## src/rtl/layer_train_driver_if.sv

```systemverilog
// Shared value type and the sample/layer bus between the
// training sequencer and its neighbours.
package layer_train_pkg;
  localparam int ZW = 8;
  typedef logic [ZW-1:0] zero2one_t;
endpackage

interface layer_train_driver_if #(
  parameter int N = 16,
  parameter int M = 31
) ();
  import layer_train_pkg::*;
  localparam int LW = $clog2(M);

  logic                s_valid;
  logic                s_ready;
  zero2one_t [N-1:0]   s_in;
  logic [LW-1:0]       s_label;
  logic                learn_en;
  zero2one_t [N-1:0]   layer_in;
  logic                layer_valid;
  logic                layer_learn;
  zero2one_t [M-1:0]   layer_out;
  zero2one_t [M-1:0]   expected_out;
  logic                done;
  logic [LW-1:0]       predicted;
  logic                correct;
  logic                label_err;
  logic [31:0]         sample_count;
  logic [31:0]         correct_count;

  modport slave (
    input  s_valid, s_in, s_label, learn_en,
    input  layer_out,
    output s_ready, layer_in, layer_valid,
    output layer_learn, expected_out, done,
    output predicted, correct, label_err,
    output sample_count, correct_count
  );

  modport master (
    output s_valid, s_in, s_label, learn_en,
    output layer_out,
    input  s_ready, layer_in, layer_valid,
    input  layer_learn, expected_out, done,
    input  predicted, correct, label_err,
    input  sample_count, correct_count
  );
endinterface

```

## src/rtl/layer_train_driver.sv

```systemverilog
// Sequencer feeding one sample at a time to a neuron layer:
// forward pass, argmax, optional learn pulse, result report.
module layer_train_driver
  import layer_train_pkg::*;
#(
  parameter int N      = 16,
  parameter int M      = 31,
  parameter int SETTLE = 4
) (
  input  logic clock,
  input  logic reset,
  layer_train_driver_if.slave bus
);
  localparam int LW = $clog2(M);
  localparam int CW = $clog2(SETTLE + 1);

  typedef enum logic [2:0] {
    IDLE, FWD, EVAL, LEARN, REPORT
  } state_t;

  state_t            state_q, state_d;
  logic [CW-1:0]     cnt_q, cnt_d;
  zero2one_t [N-1:0] in_q, in_d;
  logic [LW-1:0]     label_q, label_d;
  logic              le_q, le_d;
  zero2one_t [M-1:0] out_q, out_d;
  logic [LW-1:0]     arg_q, arg_d;
  logic              ready_q, ready_d;
  logic              valid_q, valid_d;
  logic              learn_q, learn_d;
  logic              done_q, done_d;
  zero2one_t [M-1:0] exp_q, exp_d;
  logic [LW-1:0]     pred_q, pred_d;
  logic              corr_q, corr_d;
  logic              lerr_q, lerr_d;
  logic [31:0]       samp_q, samp_d;
  logic [31:0]       ccnt_q, ccnt_d;

  logic              label_ok;
  logic [LW-1:0]     best_idx;
  zero2one_t         best;

  assign label_ok = (int'(label_q) < M);

  // strict compare keeps the lowest index on ties
  always_comb begin
    best     = out_q[0];
    best_idx = '0;
    for (int i = 1; i < M; i++) begin
      if (out_q[i] > best) begin
        best     = out_q[i];
        best_idx = LW'(i);
      end
    end
  end

  always_comb begin
    state_d = state_q;
    cnt_d   = cnt_q;
    in_d    = in_q;
    label_d = label_q;
    le_d    = le_q;
    out_d   = out_q;
    arg_d   = arg_q;
    valid_d = 1'b0;
    learn_d = 1'b0;
    done_d  = 1'b0;
    exp_d   = exp_q;
    pred_d  = pred_q;
    corr_d  = corr_q;
    lerr_d  = lerr_q;
    samp_d  = samp_q;
    ccnt_d  = ccnt_q;
    unique case (state_q)
      IDLE: begin
        if (bus.s_valid && ready_q) begin
          in_d    = bus.s_in;
          label_d = bus.s_label;
          le_d    = bus.learn_en;
          cnt_d   = CW'(SETTLE - 1);
          valid_d = 1'b1;
          state_d = FWD;
        end
      end
      FWD: begin
        if (cnt_q == '0) begin
          out_d   = bus.layer_out;
          state_d = EVAL;
        end else begin
          cnt_d   = cnt_q - 1'b1;
          valid_d = 1'b1;
        end
      end
      EVAL: begin
        arg_d   = best_idx;
        valid_d = le_q && label_ok;
        learn_d = le_q && label_ok;
        for (int i = 0; i < M; i++) begin
          exp_d[i] = (label_ok && int'(label_q) == i)
                   ? '1 : '0;
        end
        state_d = LEARN;
      end
      LEARN: begin
        done_d  = 1'b1;
        pred_d  = arg_q;
        corr_d  = label_ok && (arg_q == label_q);
        lerr_d  = !label_ok;
        samp_d  = (&samp_q) ? samp_q : samp_q + 1;
        if (label_ok && (arg_q == label_q)) begin
          ccnt_d = (&ccnt_q) ? ccnt_q : ccnt_q + 1;
        end
        state_d = REPORT;
      end
      REPORT: state_d = IDLE;
      default: state_d = IDLE;
    endcase
    ready_d = (state_d == IDLE);
  end

  always_ff @(posedge clock or posedge reset) begin
    if (reset) begin
      state_q <= IDLE;
      cnt_q   <= '0;
      in_q    <= '0;
      label_q <= '0;
      le_q    <= 1'b0;
      out_q   <= '0;
      arg_q   <= '0;
      ready_q <= 1'b1;
      valid_q <= 1'b0;
      learn_q <= 1'b0;
      done_q  <= 1'b0;
      exp_q   <= '0;
      pred_q  <= '0;
      corr_q  <= 1'b0;
      lerr_q  <= 1'b0;
      samp_q  <= '0;
      ccnt_q  <= '0;
    end else begin
      state_q <= state_d;
      cnt_q   <= cnt_d;
      in_q    <= in_d;
      label_q <= label_d;
      le_q    <= le_d;
      out_q   <= out_d;
      arg_q   <= arg_d;
      ready_q <= ready_d;
      valid_q <= valid_d;
      learn_q <= learn_d;
      done_q  <= done_d;
      exp_q   <= exp_d;
      pred_q  <= pred_d;
      corr_q  <= corr_d;
      lerr_q  <= lerr_d;
      samp_q  <= samp_d;
      ccnt_q  <= ccnt_d;
    end
  end

  assign bus.s_ready       = ready_q;
  assign bus.layer_in      = in_q;
  assign bus.layer_valid   = valid_q;
  assign bus.layer_learn   = learn_q;
  assign bus.expected_out  = exp_q;
  assign bus.done          = done_q;
  assign bus.predicted     = pred_q;
  assign bus.correct       = corr_q;
  assign bus.label_err     = lerr_q;
  assign bus.sample_count  = samp_q;
  assign bus.correct_count = ccnt_q;
endmodule

```

## src/flat_wrapper.sv

```systemverilog
// flat-port wrapper written by rule: the top's interface ports become plain ports
module layer_train_driver_flat import layer_train_pkg::*;
#(
  parameter int N      = 16,
  parameter int M      = 31,
  parameter int SETTLE = 4
)
  (clock, reset, bus_s_valid, bus_s_in, bus_s_label, bus_learn_en, bus_layer_out, bus_s_ready, bus_layer_in, bus_layer_valid, bus_layer_learn, bus_expected_out, bus_done, bus_predicted, bus_correct, bus_label_err, bus_sample_count, bus_correct_count);
  layer_train_driver_if #(.N(N), .M(M)) bus_i ();
  input  logic clock;
  input  logic reset;
  input wire logic [$bits(bus_i.s_valid)-1:0] bus_s_valid;
  input wire logic [$bits(bus_i.s_in)-1:0] bus_s_in;
  input wire logic [$bits(bus_i.s_label)-1:0] bus_s_label;
  input wire logic [$bits(bus_i.learn_en)-1:0] bus_learn_en;
  input wire logic [$bits(bus_i.layer_out)-1:0] bus_layer_out;
  output wire logic [$bits(bus_i.s_ready)-1:0] bus_s_ready;
  output wire logic [$bits(bus_i.layer_in)-1:0] bus_layer_in;
  output wire logic [$bits(bus_i.layer_valid)-1:0] bus_layer_valid;
  output wire logic [$bits(bus_i.layer_learn)-1:0] bus_layer_learn;
  output wire logic [$bits(bus_i.expected_out)-1:0] bus_expected_out;
  output wire logic [$bits(bus_i.done)-1:0] bus_done;
  output wire logic [$bits(bus_i.predicted)-1:0] bus_predicted;
  output wire logic [$bits(bus_i.correct)-1:0] bus_correct;
  output wire logic [$bits(bus_i.label_err)-1:0] bus_label_err;
  output wire logic [$bits(bus_i.sample_count)-1:0] bus_sample_count;
  output wire logic [$bits(bus_i.correct_count)-1:0] bus_correct_count;
  assign bus_i.s_valid = bus_s_valid;
  assign bus_i.s_in = bus_s_in;
  assign bus_i.s_label = bus_s_label;
  assign bus_i.learn_en = bus_learn_en;
  assign bus_i.layer_out = bus_layer_out;
  assign bus_s_ready = bus_i.s_ready;
  assign bus_layer_in = bus_i.layer_in;
  assign bus_layer_valid = bus_i.layer_valid;
  assign bus_layer_learn = bus_i.layer_learn;
  assign bus_expected_out = bus_i.expected_out;
  assign bus_done = bus_i.done;
  assign bus_predicted = bus_i.predicted;
  assign bus_correct = bus_i.correct;
  assign bus_label_err = bus_i.label_err;
  assign bus_sample_count = bus_i.sample_count;
  assign bus_correct_count = bus_i.correct_count;
  layer_train_driver #(.N(N), .M(M), .SETTLE(SETTLE)) u_core (.clock(clock), .reset(reset), .bus(bus_i));
endmodule
```

## config.mk

```make
export PLATFORM = sky130hd
export DESIGN_NAME = layer_train_driver_flat
export DESIGN_NICKNAME = d
export VERILOG_FILES = /design/src/rtl/layer_train_driver_if.sv /design/src/rtl/layer_train_driver.sv /design/src/flat_wrapper.sv
export SDC_FILE = /design/constraint.sdc
export NUM_CORES = 2
export LEC_CHECK = 0
export BUFFER_PORTS_ARGS = -buffer_cell sky130_fd_sc_hd__buf_2
export CAP_MARGIN = 20
export CORE_AREA = 5 5 327 329
export DETAILED_ROUTE_END_ITERATION = 8
export DIE_AREA = 0 0 332 334
export PLACE_DENSITY = 0.53
export RECOVER_POWER = 100
export SLEW_MARGIN = 10
export SYNTH_ARGS = -nofsm -noshare
export SYNTH_HDL_FRONTEND = slang
export SYNTH_SLANG_ARGS = --single-unit
```

## constraint.sdc

```tcl
create_clock -name clock -period 78 [get_ports clock]
set_input_delay 11.7 -clock clock [delete_from_list [all_inputs] [get_ports clock]]
set_output_delay 11.7 -clock clock [all_outputs]
set_load 0.005 [all_outputs]
```

Word-level counts from Yosys, hierarchy flattened

Index checks and enable logic that the tools add are counted.
W data, S select, Z words.

Flip-flop bits (word level): 716
Bits of input ports: 385
Output and inout bits: 451
Word-level logic and storage cells: 312

Bitwise gates (word level): 2
Equal/unequal tests: 36
Magnitude comparators: 31
Reductions and logical operators: 47
Muxes and demuxes: 101
$add $sub $neg: 3

Operators with widths:

| kind                    | number |
|---|---|
| $mux W8                 | 60 |
| $gt A8 B8 Y1            | 30 |
| $eq A5 B5 Y1 const B    | 16 |
| $mux W5                 | 15 |
| $add A32 B1 Y32 const B | 2 |
| $reduce_and A32 Y1      | 2 |
| $eq A5 B4 Y1 const B    | 8 |
| $logic_and A1 B1 Y1     | 34 |
| $mux W4                 | 8 |
| $mux W3                 | 8 |
| $eq A5 B3 Y1 const B    | 4 |
| $pmux W3 S4             | 1 |
| $eq A5 B2 Y1 const B    | 2 |
| $logic_not A3 Y1        | 3 |
| $eq A3 B2 Y1 const B    | 2 |
| $pmux W3 S2             | 1 |
| $reduce_and A2 Y1       | 3 |
| $reduce_and A3 Y1       | 2 |
| $eq A5 B5 Y1            | 1 |
| $logic_not A5 Y1        | 1 |
| $lt A5 B5 Y1 const B    | 1 |
| $mux W1                 | 5 |
| $mux W2                 | 2 |
| $eq A3 B1 Y1 const B    | 1 |
| 7 further kinds         | 8 |

Depth between registers and ports, before layout

Depth in word-level cells: 60
Mapped depth: 334
Gate-level depth less buffers: 310

Worst setup path after synthesis

No wires, ideal clock.

Path kind: reg2reg
Start: register u_core.out_q[1] (netlist bit)
End: register u_core.arg_q[3]
Setup time: 0.143 ns
Data arrival time: 57.250 ns
Period minus slack after synthesis: 57.393 ns
Path slack: 20.607 ns
Path buffers: 29
Stages on the path, launching flop included: 309
Cells stage by stage: dfrtp_1 > inv_1 > ha_1 > nor2b_1 > o211ai_2 > a21oi_1 > o21ai_1 > mux2i_1 > ha_1 > nand4_1 > a211oi_1 > a2bb2oi_1 > and3_1 > or2_2 > clkbuf_1 > clkbuf_1 > nand2_1 > o21ai_0 > (+273 left out) > o21ai_0 > nand2b_1 > a21oi_1 > o21ai_0 > o21a_1 > clkbuf_1 > clkbuf_1 > o31ai_1 > ha_1 > nor2b_1 > o21a_1 > o21ai_0 > nand2b_1 > a21oi_1 > o21ai_0 > a21o_1 > a211oi_1 > a31oi_1

Word-level cells in the longest chain between the ends: 60

RTL lines:

| what                   | RTL line                  | RTL |
|---|---|---|
| start, declared        | layer_train_driver.sv:26  | `zero2one_t [M-1:0] out_q, out_d;` |
| start signal, assigned | layer_train_driver.sv:146 | `out_q <= out_d;` |
| $gt A8 B8 Y1           | layer_train_driver.sv:50  | `if (out_q[i] > best) begin` |
| $mux W8 *              | layer_train_driver.sv:50  |  |
| $gt A8 B8 Y1           | layer_train_driver.sv:50  |  |
| $mux W8 *              | layer_train_driver.sv:50  |  |
| $gt A8 B8 Y1           | layer_train_driver.sv:50  |  |
| $mux W8 *              | layer_train_driver.sv:50  |  |
| $gt A8 B8 Y1           | layer_train_driver.sv:50  |  |
| $mux W8 *              | layer_train_driver.sv:50  |  |
| (+44 left out)         | -                         |  |
| $gt A8 B8 Y1           | layer_train_driver.sv:50  |  |
| $mux W8                | layer_train_driver.sv:50  |  |
| $gt A8 B8 Y1           | layer_train_driver.sv:50  |  |
| $mux W8                | layer_train_driver.sv:50  |  |
| $gt A8 B8 Y1           | layer_train_driver.sv:50  |  |
| $mux W8                | layer_train_driver.sv:50  |  |
| $gt A8 B8 Y1           | layer_train_driver.sv:50  |  |
| $mux W5 *              | layer_train_driver.sv:50  |  |
| end signal, assigned   | layer_train_driver.sv:147 | `arg_q <= arg_d;` |
| end, declared          | layer_train_driver.sv:27  | `logic [LW-1:0] arg_q, arg_d;` |

Every way passes the cells marked *; elsewhere a longest branch is shown, timed or not.
A chain may end at the register's enable or synchronous reset.

Worst setup path in the final report

Same ends and word-level chain as after synthesis.

==> results by group <==
CTS
  • Reg clk slew, reported paths: about 0.070 ns
  • Clk sinks: 499
  • Num CTS Buffers: around 60
  • CTS tree: built
  • CTS Buffer Depth: 3
  • Hold-fix buffers, CTS: 0
  • H-tree Lvls: 2
  • Post_cts resized: 0
  • Root buf cell: clkbuf_16
  • Setup bufs post-CTS: 0
  • Clock latency at the later pin of the worst-skew pair: 0.65 ns

Timing
  • Final setup fails: 0
  • Final min period: 67.69 ns
  • Hold slack: about 0.47 ns
  • Slew headroom: -4.351
  • Setup TNS: 0 ns
  • Fmax: 14.77 MHz
  • RSZ-0062 raised after global routing: false
  • Skew final: between 0.02 and 0.03 ns
  • Hold Vio Cnt, Final: 0
  • Final period util: 0.8678
  • Max-slew violation count: between 700 and 800
  • Worst-Margin Slew: ~8.0 ns

Synthesis
  • Cell variety after synth: roughly 100
  • Ranking of synthesized cells by area: dfrtp_1 (39%), mux2_2 (15%), ha_1 (8.5%)
  • Mean area per synthesized cell: roughly 10 sq um
  • Gate count after technology mapping: 3116
  • Most numerous cell in the Yosys netlist: dfrtp_1
  • Post-synth top area share: 0.3903
  • Post-Syn Nets: between 3000 and 4000
  • Main synth FF type: dfrtp_1
  • Warnings, synthesis: 0
  • Yosys reg bits: roughly 500
  • Async set-reset flop share out of synthesis: 1.000
  • Synthesized area: 31930 sq um
  • Synth top cells by count: dfrtp_1 (498), mux2_2 (430), nand2_1 (222)
  • Area leader, netlist: dfrtp_1
  • Number of synthesized flops with an enable pin: 0
  • Register area share after synthesis: 0.3911

Final layout
  • Layout cells sized above 1: 0.2844
  • Area Growth Syn to Fin: 17.45%
  • Final #Nets: 4314

GRT
  • GRT Total Usage: 0.1856
  • First-pass GRT wire length: roughly 160 mm
  • Antenna violations before repair: 36
  • Pin count of the biggest net entering global routing: 152
  • GRT overflow: 0
  • Vias in the first global route: around 26000

Floorplan
  • Chip height: about 330 um
  • Num ports: around 840
  • Die width: between 300 and 400 um
  • Die area: approximately 110000 sq um
  • Starting Density: 0.3094
  • CORE AREA: a little over 100000 sq um
  • # rows: roughly 120

Worst hold path
  • Hold Path Class: register to register

Route
  • DRC violation total after the first TritonRoute iteration: ~1300
  • Pre-Repair DR Iteration Count: 6
  • Post-DR wirelength/cell: around 21 um
  • Total Wirelength: ~110 mm
  • Via Count: between 20000 and 30000
  • Vias per std cell: 4.933
  • # DRC: 0
  • DRT antenna net count: 0

Place
  • Post-DP HPWL: ~87 mm
  • IO buf count: around 840
  • Placer Congestion: 0.8978

Run status
  • Failing checks: capacitance limit, slew limit
  • Status: finished, violations left

Worst setup path
  • Critical Path Max Stage Delay: around 1.4 ns
  • Worst EP arrival: roughly 68 ns
  • CP Launch Type: register
  • Slowest cell on crit path: a31oi_1
  • CP dominant cell by count: a21o_1
  • Worst Path Required: just under 80 ns
  • Maximum fanout along the worst path: 23
  • Crit Path Category: register to register
  • Crit. End Element: register

Job
  • Max-Cap Viols: 12
-- stage by stage --
stage                     cells  setup WS (ns)  area (sq um)    util
after floorplan            3116          20.61         31930       -
after global placement     5028          14.29         35990  0.3487
after detailed placement   5028          13.02         35990  0.3487
after CTS                  5138          12.82         38020  0.3684
after global routing       5146          4.144         37480  0.3632
final                      5155          10.31         37500  0.3634
-- worst paths after layout --
check / start / to / slack (ns) / cells past startpoint
worst max-delay path: u_core.out_q[1] / u_core.arg_q[3] / 10.31 / 282
worst min-delay path: u_core.cnt_q[0] / u_core.cnt_q[0] / 0.47 / 1
worst max register to register: u_core.out_q[1] / u_core.arg_q[3] / 10.31 / 282
min in group asynchronous: reset / u_core.bus.layer_in[1] / 12.63 / 2
worst min register to register: u_core.cnt_q[0] / u_core.cnt_q[0] / 0.47 / 1
max in group asynchronous: reset / u_core.out_q[171] / 54.05 / 4
-- placed cells by master, fill, tap and decap left out, drive strengths merged, types with 36 or more instances in the layout --
cell type and instances:
mux2 430, o21ai 141, nand2 222, a21oi 111, xnor2 51, a31oi 42
nand3 63, nor2 144, ha 217, clkbuf 457, nand4 44, mux2i 51
dfrtp 498, nand2b 36, buf 476, a21o 84, inv 203
-- logic make-up (layout without fill, tap and decap cells) --
group | after synthesis | after routing | share of synthesized area
other | 0 | 16 | 0
xor gates and xnor gates | 83 | 83 | 0.02300
DFF | 499 | 499 | 0.3911
adders and majority gates | 225 | 225 | 0.08757
muxes | 481 | 481 | 0.1689
AOI/OAI and AO/OA | 613 | 613 | 0.1339
buffers and inverters | 518 | 1161 | 0.08710
and+or+nand+nor | 697 | 697 | 0.1085
-- final cells by class --
type | instances | area (sq um)
inverters | 197 | 740.7
fillers | 10511 | 65700
diodes | 16 | 40.04
clock inverters | 31 | 325.3
multi-input cells | 2099 | 16660
flip-flops and latches | 499 | 12490
well taps | 1380 | 1727
repair buffers | 854 | 3824
clock buffers | 79 | 1704
-- sequential cells by signal, summed over array words and instances (netlist names) --
signal	count
u_core.bus.sample_count	32
u_core.bus.s_ready	1
u_core.state_q	3
u_core.arg_q	5
u_core.bus.label_err	1
u_core.bus.correct_count	32
u_core.cnt_q	3
u_core.bus.expected_out	31
u_core.bus.done	1
u_core.bus.layer_valid	1
u_core.bus.layer_in	128
u_core.bus.correct	1
u_core.bus.layer_learn	1
u_core.le_q	1
u_core.label_q	5
u_core.out_q	248
u_core.bus.predicted	5
-- per-layer routing --
layer | vias to the layer above | wire length (um) | global-route usage
met2 | 838 | 57020 | 0.3548
met4 | 12 | 3110 | 0.05322
met1 | 12263 | 40390 | 0.2051
li1 | 12170 | - | -
met3 | 146 | 6805 | 0.04262
met5 | - | 76 | 0
-- critical path, delay by kind of cell, from the launching register on --
kind	cells	cell delay, ns
compound gates	146	36.48
fa+ha+maj	32	9.41
buf+inv	18	1.54
flops	1	0.35
mux	18	6.36
simple gates	68	13.32
Power is not shown: default switching activity piles up to over one toggle a cycle in this logic, so the estimate is an artifact.
